<file path="config.mk">
export PLATFORM = sky130hd
export DESIGN_NAME = apb_master_arbiter_flat
export DESIGN_NICKNAME = d
export VERILOG_FILES = /design/src/rtl/apb_master_arbiter_if.sv /design/src/rtl/apb_master_arbiter.sv /design/src/flat_wrapper.sv
export SDC_FILE = /design/constraint.sdc
export NUM_CORES = 1
export LEC_CHECK = 0
export BUFFER_PORTS_ARGS = -buffer_cell sky130_fd_sc_hd__buf_2
export CORE_AREA = 2 2 159 161
export DETAILED_ROUTE_END_ITERATION = 6
export DIE_AREA = 0 0 161 163
export GPL_TIMING_DRIVEN = 0
export HOLD_SLACK_MARGIN = 0.03
export PLACE_DENSITY_LB_ADDON = 0.08
export SKIP_LAST_GASP = 1
export SYNTH_ARGS = -nofsm -noshare
export SYNTH_HDL_FRONTEND = slang
export SYNTH_SLANG_ARGS = --single-unit
</file>
<file path="constraint.sdc">
create_clock -name PCLK -period 2.5 [get_ports PCLK]
set_input_delay 0.25 -clock PCLK [delete_from_list [all_inputs] [get_ports PCLK]]
set_output_delay 0.25 -clock PCLK [all_outputs]
set_load 0.01 [all_outputs]
</file>
<file path="src/rtl/apb_master_arbiter_if.sv">
// Requester-side and APB-side signal bundle for apb_master_arbiter.
// The master modport is the arbiter's view; slave is the surrounding environment.
interface apb_master_arbiter_if #(
  parameter int NREQ = 4
);
  logic [NREQ-1:0]    REQ_VALID;
  logic [NREQ*32-1:0] REQ_ADDR;
  logic [NREQ-1:0]    REQ_WRITE;
  logic [NREQ*32-1:0] REQ_WDATA;
  logic [NREQ-1:0]    REQ_DONE;
  logic [31:0]        RESP_RDATA;
  logic               RESP_ERR;
  logic [NREQ-1:0]    GRANT;
  logic               TIMEOUT_ERR;
  logic               PSEL;
  logic [31:0]        PADDR;
  logic               PWRITE;
  logic               PENABLE;
  logic [31:0]        PWDATA;
  logic [31:0]        PRDATA;
  logic               PREADY;
  logic               PSLVERR;

  modport master (
    input  REQ_VALID, REQ_ADDR, REQ_WRITE, REQ_WDATA, PRDATA, PREADY, PSLVERR,
    output REQ_DONE, RESP_RDATA, RESP_ERR, GRANT, TIMEOUT_ERR,
           PSEL, PADDR, PWRITE, PENABLE, PWDATA
  );

  modport slave (
    output REQ_VALID, REQ_ADDR, REQ_WRITE, REQ_WDATA, PRDATA, PREADY, PSLVERR,
    input  REQ_DONE, RESP_RDATA, RESP_ERR, GRANT, TIMEOUT_ERR,
           PSEL, PADDR, PWRITE, PENABLE, PWDATA
  );
endinterface

</file>
<file path="src/rtl/apb_master_arbiter.sv">
// Round-robin arbiter sharing one APB master port among NREQ requesters,
// with a per-transfer PREADY watchdog. All outputs are registered.
module apb_master_arbiter #(
  parameter int NREQ    = 4,
  parameter int TIMEOUT = 256,
  parameter int TOW     = 16
) (
  input logic                 PCLK,
  input logic                 PRESET,
  apb_master_arbiter_if.master bus
);

  localparam int PW = (NREQ > 1) ? $clog2(NREQ) : 1;
  localparam logic [TOW-1:0] WD_LAST = TOW'(TIMEOUT - 1);

  typedef enum logic [1:0] {IDLE, SETUP, ACCESS, DONE} state_t;

  state_t          state;
  logic [PW-1:0]   ptr;
  logic [TOW-1:0]  wd_cnt;
  logic            req_any;
  logic [PW-1:0]   win;
  logic [PW-1:0]   ptr_nxt;
  logic [PW:0]     sum;

  // Scan downward so the lowest offset from the pointer is the last assignment.
  always_comb begin
    win     = ptr;
    req_any = 1'b0;
    sum     = '0;
    for (int k = NREQ - 1; k >= 0; k--) begin
      sum = {1'b0, ptr} + (PW+1)'(k);
      if (sum >= (PW+1)'(NREQ)) sum = sum - (PW+1)'(NREQ);
      if (bus.REQ_VALID[sum[PW-1:0]]) begin
        win     = sum[PW-1:0];
        req_any = 1'b1;
      end
    end
    ptr_nxt = (win == PW'(NREQ - 1)) ? '0 : win + 1'b1;
  end

  always_ff @(posedge PCLK) begin
    if (PRESET) begin
      state           <= IDLE;
      ptr             <= '0;
      wd_cnt          <= '0;
      bus.REQ_DONE    <= '0;
      bus.RESP_RDATA  <= '0;
      bus.RESP_ERR    <= 1'b0;
      bus.GRANT       <= '0;
      bus.TIMEOUT_ERR <= 1'b0;
      bus.PSEL        <= 1'b0;
      bus.PENABLE     <= 1'b0;
      bus.PADDR       <= '0;
      bus.PWRITE      <= 1'b0;
      bus.PWDATA      <= '0;
    end else begin
      case (state)
        IDLE: begin
          if (req_any) begin
            bus.GRANT  <= {{(NREQ-1){1'b0}}, 1'b1} << win;
            bus.PADDR  <= bus.REQ_ADDR[32*win +: 32];
            bus.PWDATA <= bus.REQ_WDATA[32*win +: 32];
            bus.PWRITE <= bus.REQ_WRITE[win];
            bus.PSEL   <= 1'b1;
            ptr        <= ptr_nxt;
            state      <= SETUP;
          end
        end
        SETUP: begin
          bus.PENABLE <= 1'b1;
          wd_cnt      <= '0;
          state       <= ACCESS;
        end
        ACCESS: begin
          if (bus.PREADY) begin
            bus.RESP_RDATA <= bus.PRDATA;
            bus.RESP_ERR   <= bus.PSLVERR;
            bus.REQ_DONE   <= bus.GRANT;
            bus.PSEL       <= 1'b0;
            bus.PENABLE    <= 1'b0;
            bus.PADDR      <= '0;
            bus.PWDATA     <= '0;
            bus.PWRITE     <= 1'b0;
            state          <= DONE;
          end else if (TIMEOUT != 0 && wd_cnt == WD_LAST) begin
            bus.RESP_RDATA  <= '0;
            bus.RESP_ERR    <= 1'b1;
            bus.TIMEOUT_ERR <= 1'b1;
            bus.REQ_DONE    <= bus.GRANT;
            bus.PSEL        <= 1'b0;
            bus.PENABLE     <= 1'b0;
            bus.PADDR       <= '0;
            bus.PWDATA      <= '0;
            bus.PWRITE      <= 1'b0;
            state           <= DONE;
          end else begin
            wd_cnt <= wd_cnt + 1'b1;
          end
        end
        DONE: begin
          // Spare IDLE cycle follows so requesters can drop REQ_VALID first.
          bus.REQ_DONE    <= '0;
          bus.RESP_RDATA  <= '0;
          bus.RESP_ERR    <= 1'b0;
          bus.TIMEOUT_ERR <= 1'b0;
          bus.GRANT       <= '0;
          state           <= IDLE;
        end
        default: state <= IDLE;
      endcase
    end
  end

endmodule

</file>
<file path="src/flat_wrapper.sv">
// flat-port wrapper written by rule: the top's interface ports become plain ports
module apb_master_arbiter_flat 
#(
  parameter int NREQ    = 4,
  parameter int TIMEOUT = 256,
  parameter int TOW     = 16
)
  (PCLK, PRESET, bus_REQ_VALID, bus_REQ_ADDR, bus_REQ_WRITE, bus_REQ_WDATA, bus_PRDATA, bus_PREADY, bus_PSLVERR, bus_REQ_DONE, bus_RESP_RDATA, bus_RESP_ERR, bus_GRANT, bus_TIMEOUT_ERR, bus_PSEL, bus_PADDR, bus_PWRITE, bus_PENABLE, bus_PWDATA);
  apb_master_arbiter_if #(.NREQ(NREQ)) bus_i ();
  input logic PCLK;
  input logic PRESET;
  input wire logic [$bits(bus_i.REQ_VALID)-1:0] bus_REQ_VALID;
  input wire logic [$bits(bus_i.REQ_ADDR)-1:0] bus_REQ_ADDR;
  input wire logic [$bits(bus_i.REQ_WRITE)-1:0] bus_REQ_WRITE;
  input wire logic [$bits(bus_i.REQ_WDATA)-1:0] bus_REQ_WDATA;
  input wire logic [$bits(bus_i.PRDATA)-1:0] bus_PRDATA;
  input wire logic [$bits(bus_i.PREADY)-1:0] bus_PREADY;
  input wire logic [$bits(bus_i.PSLVERR)-1:0] bus_PSLVERR;
  output wire logic [$bits(bus_i.REQ_DONE)-1:0] bus_REQ_DONE;
  output wire logic [$bits(bus_i.RESP_RDATA)-1:0] bus_RESP_RDATA;
  output wire logic [$bits(bus_i.RESP_ERR)-1:0] bus_RESP_ERR;
  output wire logic [$bits(bus_i.GRANT)-1:0] bus_GRANT;
  output wire logic [$bits(bus_i.TIMEOUT_ERR)-1:0] bus_TIMEOUT_ERR;
  output wire logic [$bits(bus_i.PSEL)-1:0] bus_PSEL;
  output wire logic [$bits(bus_i.PADDR)-1:0] bus_PADDR;
  output wire logic [$bits(bus_i.PWRITE)-1:0] bus_PWRITE;
  output wire logic [$bits(bus_i.PENABLE)-1:0] bus_PENABLE;
  output wire logic [$bits(bus_i.PWDATA)-1:0] bus_PWDATA;
  assign bus_i.REQ_VALID = bus_REQ_VALID;
  assign bus_i.REQ_ADDR = bus_REQ_ADDR;
  assign bus_i.REQ_WRITE = bus_REQ_WRITE;
  assign bus_i.REQ_WDATA = bus_REQ_WDATA;
  assign bus_i.PRDATA = bus_PRDATA;
  assign bus_i.PREADY = bus_PREADY;
  assign bus_i.PSLVERR = bus_PSLVERR;
  assign bus_REQ_DONE = bus_i.REQ_DONE;
  assign bus_RESP_RDATA = bus_i.RESP_RDATA;
  assign bus_RESP_ERR = bus_i.RESP_ERR;
  assign bus_GRANT = bus_i.GRANT;
  assign bus_TIMEOUT_ERR = bus_i.TIMEOUT_ERR;
  assign bus_PSEL = bus_i.PSEL;
  assign bus_PADDR = bus_i.PADDR;
  assign bus_PWRITE = bus_i.PWRITE;
  assign bus_PENABLE = bus_i.PENABLE;
  assign bus_PWDATA = bus_i.PWDATA;
  apb_master_arbiter #(.NREQ(NREQ), .TIMEOUT(TIMEOUT), .TOW(TOW)) u_core (.PCLK(PCLK), .PRESET(PRESET), .bus(bus_i));
endmodule
</file>
Word level (Yosys, flattened, before mapping)
Index checks and enable logic that the tools add are counted.
{"block": "totals", "ramBits": 0, "input_bits": 300, "output_inout_bits": 109, "mem_count": 0, "reg_bits": 129, "rom_bits": 0, "latchBits": 0, "elab_cells": 112}
{"block": "op_classes", "n_reduce_logical": 13, "n_eq_ne": 10, "n_mux": 55, "order_cmp": 9, "multipliers": 0, "bitwise": 0, "div": 0, "shift": 3, "addsub": 9}
{"operator": "$shiftx A128 B8 Y32", "count": 2}
{"operator": "$pmux W32 S2", "count": 3}
{"operator": "$mux W32", "count": 5}
{"operator": "$mux W16", "count": 2}
{"operator": "$pmux W16 S2", "count": 1}
{"operator": "$mux W2", "count": 12}
{"operator": "$add A16 B1 Y16 const B", "count": 1}
{"operator": "$eq A16 B8 Y1 const B", "count": 1}
{"operator": "$mux W1", "count": 16}
{"operator": "$pmux W4 S2", "count": 2}
{"operator": "$lt A2 B3 Y1 const B", "count": 5}
{"operator": "$mux W4", "count": 3}
{"operator": "$bmux W1 S2", "count": 5}
{"operator": "$pmux W1 S2", "count": 5}
{"operator": "$reduce_and A2 Y1", "count": 5}
{"operator": "$ge A3 B3 Y1 const B", "count": 3}
{"operator": "$reduce_and A3 Y1", "count": 3}
{"operator": "$pmux W2 S4", "count": 1}
{"operator": "$reduce_bool A2 Y1", "count": 4}
{"operator": "$sub A2 B1 Y2 const B", "count": 4}
{"operator": "$add A2 B2 Y3 const B", "count": 2}
{"operator": "$eq A2 B2 Y1 const B", "count": 3}
{"operator": "$ne A2 B1 Y1 const B", "count": 2}
{"operator": "$ne A2 B2 Y1 const B", "count": 2}
{"operator": "other kinds (7)", "count": 7}

Depth between registers and ports, before layout
Gate-level depths: netlist of run 1.
{"block": "depth", "depth_word": 13, "ltp_mapped": 10}

Worst setup path after synthesis of run 1
No wires, ideal clock.
{"block": "synth_path", "kind": "register to register", "start": "reg u_core.wd_cnt[8]", "end": "reg u_core.bus.PWDATA[10] in the netlist's numbering", "path_buffers": 2, "arrival_time_ps": 2252, "path_slack_ps": 111, "setup_time_ps": 137, "period_less_slack_ps": 2389, "stages_incl_launch_ff": 8, "cell_sequence": "dfxtp_1 > or4_4 > o41a_1 > or3_1 > buf_6 > buf_6 > nand3b_2 > o2111ai_1"}
{"block": "synth_between", "elab_chain_len": 3}
{"element": "start: declaration", "line_no": "apb_master_arbiter.sv:20", "source": "logic [TOW-1:0] wd_cnt;"}
{"element": "start signal: assignment", "line_no": "apb_master_arbiter.sv:98", "source": "wd_cnt <= wd_cnt + 1'b1;"}
{"element": "$eq A16 B8 Y1", "line_no": "apb_master_arbiter.sv:86", "source": "end else if (TIMEOUT != 0 && wd_cnt == WD_LAST) begin"}
{"element": "$ne A3 B2 Y1 (no line)"}
{"element": "$reduce_and A3 Y1 (no line)"}
{"element": "end signal: assignment", "line_no": "apb_master_arbiter.sv:63", "source": "bus.PWDATA <= bus.REQ_WDATA[32*win +: 32];"}
{"element": "end: declaration", "line_no": "apb_master_arbiter_if.sv:27", "source": "PSEL, PADDR, PWRITE, PENABLE, PWDATA"}
No other way between the ends.
A chain may end at the register's enable or synchronous reset.

Final worst setup path of run 1
{"block": "layout_path", "start": "reg u_core.wd_cnt[15]", "end": "reg u_core.bus.PWDATA[16] in the netlist's numbering"}
The elaborated chain is that of the path after synthesis.

==> summary.txt, run 1 <==
Routing
  – Wl on met1: approximately 13,000 um
  – Via count: 7,766
  – Drt drc: 0
  – Starting DRT DRC Count: ~420
  – Final antenna-violating net count: 0
  – DRT Pass-1 Iters: 5
  – Final WL: just over 30,000 um
  – Met2 Wirelength: 14,500 um
  – DR vias/cell: approximately 5
  – Avg WL per Cell: roughly 19 um
  – Max Used Layer: met4
  – Met3 wire len: about 2100 um

Critical path
  – Max FO, Critical Path: 10
  – Worst Setup SP: u_core.wd_cnt[15]
  – Worst R2R Start: u_core.wd_cnt[15]
  – CP Class: flop to flop
  – Worst-path cell chain: or4_4 -> o41a_1 -> or3_4 -> buf_12 -> buf_6 -> nand3b_1 -> o2111ai_1
  – Worst path max stage delay: ~0.55 ns
  – Crit path required time: approximately 2.8 ns
  – Nature of the critical path endpoint: flop
  – Startpoint class of the critical path: flop
  – Crit path DAT: 2.68 ns
  – Crit-path slowest cell: or4_4

Floorplanning
  – Cell Rows: 58
  – DIE AREA: between 20,000 and 30,000 sq um
  – Die Y: roughly 160 um
  – Initial Util: between 20% and 30%
  – Core box area: roughly 25,000 sq um
  – I/O pins: 409
  – Die W: around 160 um

Yosys
  – Adder-cell share of the synthesized area: around 1.8%
  – Synthesized area: slightly below 7000 sq um
  – Sequential share of the synthesized area: a little under two fifths
  – Synth Area in XOR/XNOR: around 1.7%
  – Top_reg_cell synth: dfxtp_1
  – Synth Area in Compound Gates: approximately 14%
  – #FFs+latches synth: approximately 130
  – Multiplexer area fraction after synthesis: under 10%
  – Cells after Synth: approximately 790
  – Synth warn: 0
  – Post-synth EDFFs: 0
  – Fraction of the mapped netlist area in simple logic gates: 28.7%
  – Syn_area_per_cell: 8.60 sq um
  – Combinational family with the most area after synthesis: simple AND/OR/NAND/NOR gates
  – Synth unique cells: 46
  – Async SR Flop Fraction: 0%
  – Synth Net Count: about 1,100

Final layout
  – Share of cells above drive strength 1: roughly two fifths
  – Nets@finish: 1,537
  – Most frequent cells in the layout: 412 x buf_2, 168 x nand3_1, 124 x dfxtp_1
  – Commonest non-fill, non-tap cell in the layout: buf_2
  – Area grow syn2layout: 48.4%
  – Final core occ: around two fifths

STA
  – Slew @ Worst Pin: ~0.77 ns
  – TNS Setup: 0 ns
  – Slew Viols, Final: 0
  – Final setup skew: ~0.016 ns
  – Crit path time final: around 2.4 ns
  – Fin. Hold Viols: 0
  – Hold Slack: about 0.049 ns
  – Final worst path period share: 96.3%
  – Slew HR: between 40 and 50%
  – Unrepaired setup endpoints after global routing: yes
  – Fmax: between 0.4 and 0.5 GHz
  – Final WS setup: about 0.093 ns
  – Final setup viols: 0

Status
  – Status: finished, final reports clean

Clock tree
  – Clock Pin Slew Worst Setup and Hold Paths: approximately 0.070 ns
  – Clk root buf: clkbuf_16
  – H-tree levels: 4
  – # hold bufs at CTS: 0
  – Clk sink count: 129
  – CTS tree: yes
  – Clk buf depth: 2
  – Worst skew pair latency: 0.43 ns
  – CTS Buf Count: 17

GRT
  – Initial antenna violation count: 5
  – Grt ovf: 0
  – GR Util All Layers: between 20% and 30%
  – First-pass GRT wire length: ~46,000 um
  – Vias in the first global route: about 7,900
  – Largest net degree at the start of global routing: 17

Power and ir drop
  – P_leak: 0.00453 uW
  – Tot Pwr: just over 10,000 uW
  – VDD IR max: ~0.0005 V
  – PwrDens: 1020 nW/um^2

Placed design
  – Pre-CTS worst setup slack: -0.538 ns
  – Input/output buffers: roughly 410
  – Gpl congestion: between 0.8 and 0.9
  – HPWL Detailed: between 20,000 and 25,000 um

Hold path
  – Hold Startpoint: bus_REQ_ADDR[47]
  – Hold Path Class: input pin to flop

Run
  – Max Cap Violations: 0
## power by group
group | total [uW] | internal, uW | switching (uW)
Sequential | 3070 | 2700 | 369
Clock | 2510 | 1430 | 1080
Combinational | 4750 | 1900 | 2850
## sequential cells by signal (all words and copies together), names as in the netlist
signal and count:
u_core.bus.RESP_RDATA 32, u_core.bus.TIMEOUT_ERR 1, u_core.bus.PSEL 1, u_core.bus.PWDATA 32, u_core.bus.PADDR 32, u_core.bus.PENABLE 1
u_core.bus.RESP_ERR 1, u_core.bus.REQ_DONE 4, u_core.ptr 2, u_core.bus.PWRITE 1, u_core.state 2, u_core.wd_cnt 16
u_core.bus.GRANT 4
## critical path, delay by kind of cell (launching register included)
family                 cells  cell delay [ns]
AND/OR/NAND/NOR            3             1.03
AO/OA/AOI/OAI              2             0.60
flip-flops                 1             0.33
buffers and inverters      2             0.30
## path summary, 6_finish.rpt
| check | to | slack, ns | depth (start not counted) |
|---|---|---|---|
| worst max-delay path | u_core.bus.PWDATA[16] | 0.09 | 7 |
| worst min-delay path | u_core.bus.PADDR[15] | 0.05 | 3 |
| worst min register to register | u_core.bus.RESP_RDATA[4] | 0.45 | 2 |
| worst max register to register | u_core.bus.PWDATA[16] | 0.09 | 7 |
## cells in the mapped netlist, drive strengths merged, types with 3 or more instances
library cell	n	area, sq um
or4	3	30.0
nand3	168	841
mux2i	67	671
o2111ai	66	578
nor2	31	119
nor3	4	20.0
nor4	4	25.0
nand2b	5	31.3
nor2b	9	56.3
dfxtp	129	2580
buf	13	103
o211ai	3	22.5
inv	6	22.5
xor2	12	105
and3	3	18.8
nand3b	69	556
nand2	44	165
nand4	5	31.3
a22oi	4	30.0
clkbuf	65	244
a21oi	46	230
ha	10	125
o21ai	5	25.0
## what timing repair did
item	CTS	global route
pin swaps	4	5
buffers inserted	4	5
gates cloned	1	0
resized for setup	34	38
setup endpoints to repair	103	100
## layer usage
| layer | vias to the layer above | GRT usage, % |
|---|---|---|
| met5 | - | 0 |
| met4 | 0 | 8.00 |
| met3 | 36 | 6.75 |
| met2 | 258 | 38.0 |
| met1 | 3639 | 27.6 |
| li1 | 3833 | - |
## per-stage QoR
stage          instances  area [sq um]
3_5_place_dp        1528          9250
4_1_cts             1565          9980
2_1_floorplan        791          6800
3_3_place_gp        1528          9250
5_1_grt             1574         10100
6_report            1576         10100
## area by class of cell
cell class | instances | area [sq um]
Clock inverter | 14 | 144
Buffer | 78 | 417
Timing Repair Buffer | 417 | 2140
Fill cell | 2674 | 14600
Multi-Input combinational cell | 578 | 3910
Tap cell | 330 | 413
Inverter | 6 | 22.5
Clock buffer | 18 | 439
Sequential cell | 129 | 2590
Antenna cell | 6 | 15.0
## cells by family after synthesis
family / count (synthesis)
xor+xnor: 13
fa+ha+maj: 10
mux: 67
buf+inv: 84
compound gates: 135
simple gates: 353
flops: 129
(Power assumes the default switching activity.)
==> inputs of run 2 (changes only) <==
--- a/config.mk
+++ b/config.mk
@@ -6,9 +6,9 @@
 export NUM_CORES = 1
 export LEC_CHECK = 0
 export BUFFER_PORTS_ARGS = -buffer_cell sky130_fd_sc_hd__buf_2
-export CORE_AREA = 2 2 159 161
+export CORE_AREA = 2 2 160 162
 export DETAILED_ROUTE_END_ITERATION = 6
-export DIE_AREA = 0 0 161 163
+export DIE_AREA = 0 0 162 164
 export GPL_TIMING_DRIVEN = 0
 export HOLD_SLACK_MARGIN = 0.03
 export PLACE_DENSITY_LB_ADDON = 0.08
==> constraint.sdc (replaced) <==
create_clock -name PCLK -period 3 [get_ports PCLK]
set_input_delay 0.3 -clock PCLK [delete_from_list [all_inputs] [get_ports PCLK]]
set_output_delay 0.3 -clock PCLK [all_outputs]
set_load 0.01 [all_outputs]
==> run 2 against run 1 <==
  * Clock skew down 0.0022 ns
  * Sequential share of layout area grew 0.51 points
  * Power is 19% lower
  * Design area shrank 2.3%
  * Largest cell class unchanged
  * Maximum frequency decreased by 12%
  * Hold slack better by 0.051 ns
  * Via count shrank 0.62%
  * Wire length shrank 2.0%
  * Sequential power fell by 17%
  * Largest power group unchanged
  * Setup slack better by 0.17 ns
  * Critical endpoint is now u_core.bus.RESP_RDATA[15]
==> summary.txt, run 2 (synthesis gave the netlist of run 1 again) <==
Status
  – Status: finished, final reports clean

GRT
  – Initial antenna violation count: 8 (+3)
  – Met3 usage: 6.87% (+0.12 points)
  – GRT busiest layer: met2
  – Vias in the first global route: 7,959 (+0.59%)
  – Largest net degree at the start of global routing: 17 (unchanged)
  – Grt met2 use: 38.6% (+0.64 points)
  – Grt met1 use: 26.3% (-1.3 points)
  – Grt ovf: 0 (unchanged)
  – First-pass GRT wire length: 45,000 um (-1.4%)
  – GR Util All Layers: 22.0% (-0.58 points)

Critical path
  – R2R cell count: 6 (-1)
  – Nature of the critical path endpoint: flop
  – CP Class: flop to flop
  – Startpoint class of the critical path: flop
  – Crit path required time: 3.28 ns (+0.50 ns)
  – Crit path DAT: 3.02 ns (+0.34 ns)
  – Max FO, Critical Path: 10 (unchanged)
  – R2R Setup Slk: 0.26 ns (+0.17 ns)
  – Worst R2R Start: u_core.wd_cnt[8]
  – R2r endpoint: u_core.bus.RESP_RDATA[15]

STA
  – Final worst path period share: 91.2% (-5.0 points)
  – Slew Viols, Final: 0 (unchanged)
  – Final setup viols: 0 (unchanged)
  – Slew HR: 31.1% (-18 points)
  – TNS Setup: 0 ns (unchanged)
  – Unrepaired setup endpoints after global routing: no
  – Final setup skew: 0.0141 ns (-0.00216 ns)
  – Crit path time final: 2.74 ns (+0.331 ns)
  – Fin. Hold Viols: 0 (unchanged)
  – Slew @ Worst Pin: 1.03 ns (+0.263 ns)
  – Hold Slack: 0.0997 ns (+0.0508 ns)
  – Fmax: 0.365 GHz (-12%)

Clock tree
  – CTS Buf Count: 17 (unchanged)
  – # hold bufs at CTS: 0 (unchanged)
  – Worst skew pair latency: 0.43 ns (about the same)
  – Clock Pin Slew Worst Setup and Hold Paths: 0.07 ns (about the same)
  – Post_cts resized: 0 (-100%)
  – Clk root buf: clkbuf_16
  – CTS tree: yes
  – Setup bufs post-CTS: 0 (-4)
  – Clk sink count: 129 (unchanged)
  – H-tree levels: 4 (unchanged)
  – Clk buf depth: 2 (unchanged)

Routing
  – Drt drc: 0 (unchanged)
  – DR vias/cell: 4.93 (about the same)
  – DRT Pass-1 Iters: 4 (-1)
  – Via count: 7,718 (-0.62%)
  – Final WL: 29,700 um (-2.0%)
  – Starting DRT DRC Count: 391 (-6.2%)
  – Avg WL per Cell: 19.0 um (-1.4%)
  – Final antenna-violating net count: 0 (unchanged)

Final layout
  – Area grow syn2layout: 45.0%
  – Largest regs: u_core.bus.PADDR: 32 flops, u_core.bus.PWDATA: 32 flops, u_core.bus.RESP_RDATA: 32 flops
  – Most frequent cells in the layout: 414 x buf_2, 168 x nand3_1, 129 x dfxtp_1
  – Nets@finish: 1,527 (-0.65%)
  – Fin cells: 1,566 (-0.63%)
  – Share of cells above drive strength 1: 38.4% (-3.0 points)
  – Commonest non-fill, non-tap cell in the layout: buf_2

Power and ir drop
  – VDD IR max: 0.000357 V (-30%)
  – PwrDens: 848 nW/um^2 (-17%)
  – P_leak: 0.00437 uW (-3.4%)

Floorplanning
  – Die Y: 164 um (+0.61%)
  – Core box area: 24,800 sq um (+0.59%)
  – Die W: 162 um (+0.62%)
  – I/O pins: 409 (unchanged)
  – Initial Util: 27.4% (-0.16 points)
  – DIE AREA: 26,600 sq um (+1.2%)
  – Cell Rows: 58 (unchanged)

Placed design
  – Post-Place Cells: 1,528 (unchanged)
  – Gpl congestion: 0.814 (-3.1%)
  – Input/output buffers: 407 (unchanged)
  – HPWL Detailed: 23,200 um (-0.45%)

Hold path
  – Hold Path Class: input pin to flop
  – Hold Startpoint: bus_REQ_WDATA[42]
  – Hold Path Cell Cnt: 3 (unchanged)
  – WHS Endpoint: u_core.bus.PWDATA[10]

Run
  – Max Cap Violations: 0 (unchanged)
==> run 2: cell types whose count changed in the layout (fill, tap and decap cells not counted), moves of 3 or more <==
| cell | change |
|---|---|
| dfxtp_2 | -4 |
| clkbuf_1 | +20 |
| o2111ai_2 | -3 |
| clkinv_4 | -4 |
| buf_6 | +3 |
| dfxtp_1 | +5 |
| buf_4 | -11 |
| o2111ai_1 | +3 |
| clkbuf_4 | -8 |
| clkbuf_2 | -11 |
==> run 2: per-stage QoR <==
stage	utilization (%)	power (uW)	worst slack, ns	cell area (sq um)
after CTS	39.7	8450	0.0701	9840
final	39.7	8360	0.263	9860
after floorplan	-	4720	0.611	6800
after global placement	37.3	6340	-0.0508	9250
after global routing	39.7	8920	0.0326	9860
after detailed placement	37.3	6310	-0.0397	9250
==> run 2: worst max-delay path, stage by stage, from the launching register on <==
cell,delay [ns]
dfxtp_1,0.36
or4_4,0.57
o41ai_2,0.66
o21ai_1,0.48
clkbuf_1,0.34
nand2_1,0.13
a21oi_1,0.06
==> run 2: worst max path at each step <==
stage | end | from | slack [ns]
finish | u_core.bus.RESP_RDATA[15] | u_core.wd_cnt[8] | 0.26
global placement | u_core.ptr[1] | bus_REQ_VALID[0] | -0.05
detailed placement | u_core.ptr[1] | bus_REQ_VALID[0] | -0.04
global route | u_core.bus.RESP_RDATA[13] | u_core.wd_cnt[12] | 0.03
floorplan | u_core.bus.PWDATA[10] | u_core.wd_cnt[8] | 0.61
CTS | u_core.ptr[1] | u_core.ptr[0] | 0.07
==> run 2: area by class of cell <==
cell class / instances / area (sq um)
sequential: 129 / 2580
timing repair buffer: 407 / 2040
inverter: 6 / 22.5
tap: 330 / 413
clock buffer: 17 / 425
antenna: 6 / 15.0
multi-input combinational: 578 / 3850
buffer: 78 / 352
clock inverter: 15 / 166
fill: 2654 / 15000
==> run 2: per-layer routing <==
metal / up-vias / wire, um
met3: 18 / 2150
li1: 3816 / -
met2: 261 / 15000
met5: - / 42
met1: 3617 / 12200
met4: 6 / 225
==> run 2: where the power goes <==
group / total [uW] / internal, uW / leakage, uW / switching [uW]
Combinational: 3680 / 1380 / 0.00304 / 2300
Sequential: 2560 / 2250 / 0.00105 / 310
Clock: 2120 / 1190 / 0.000282 / 932
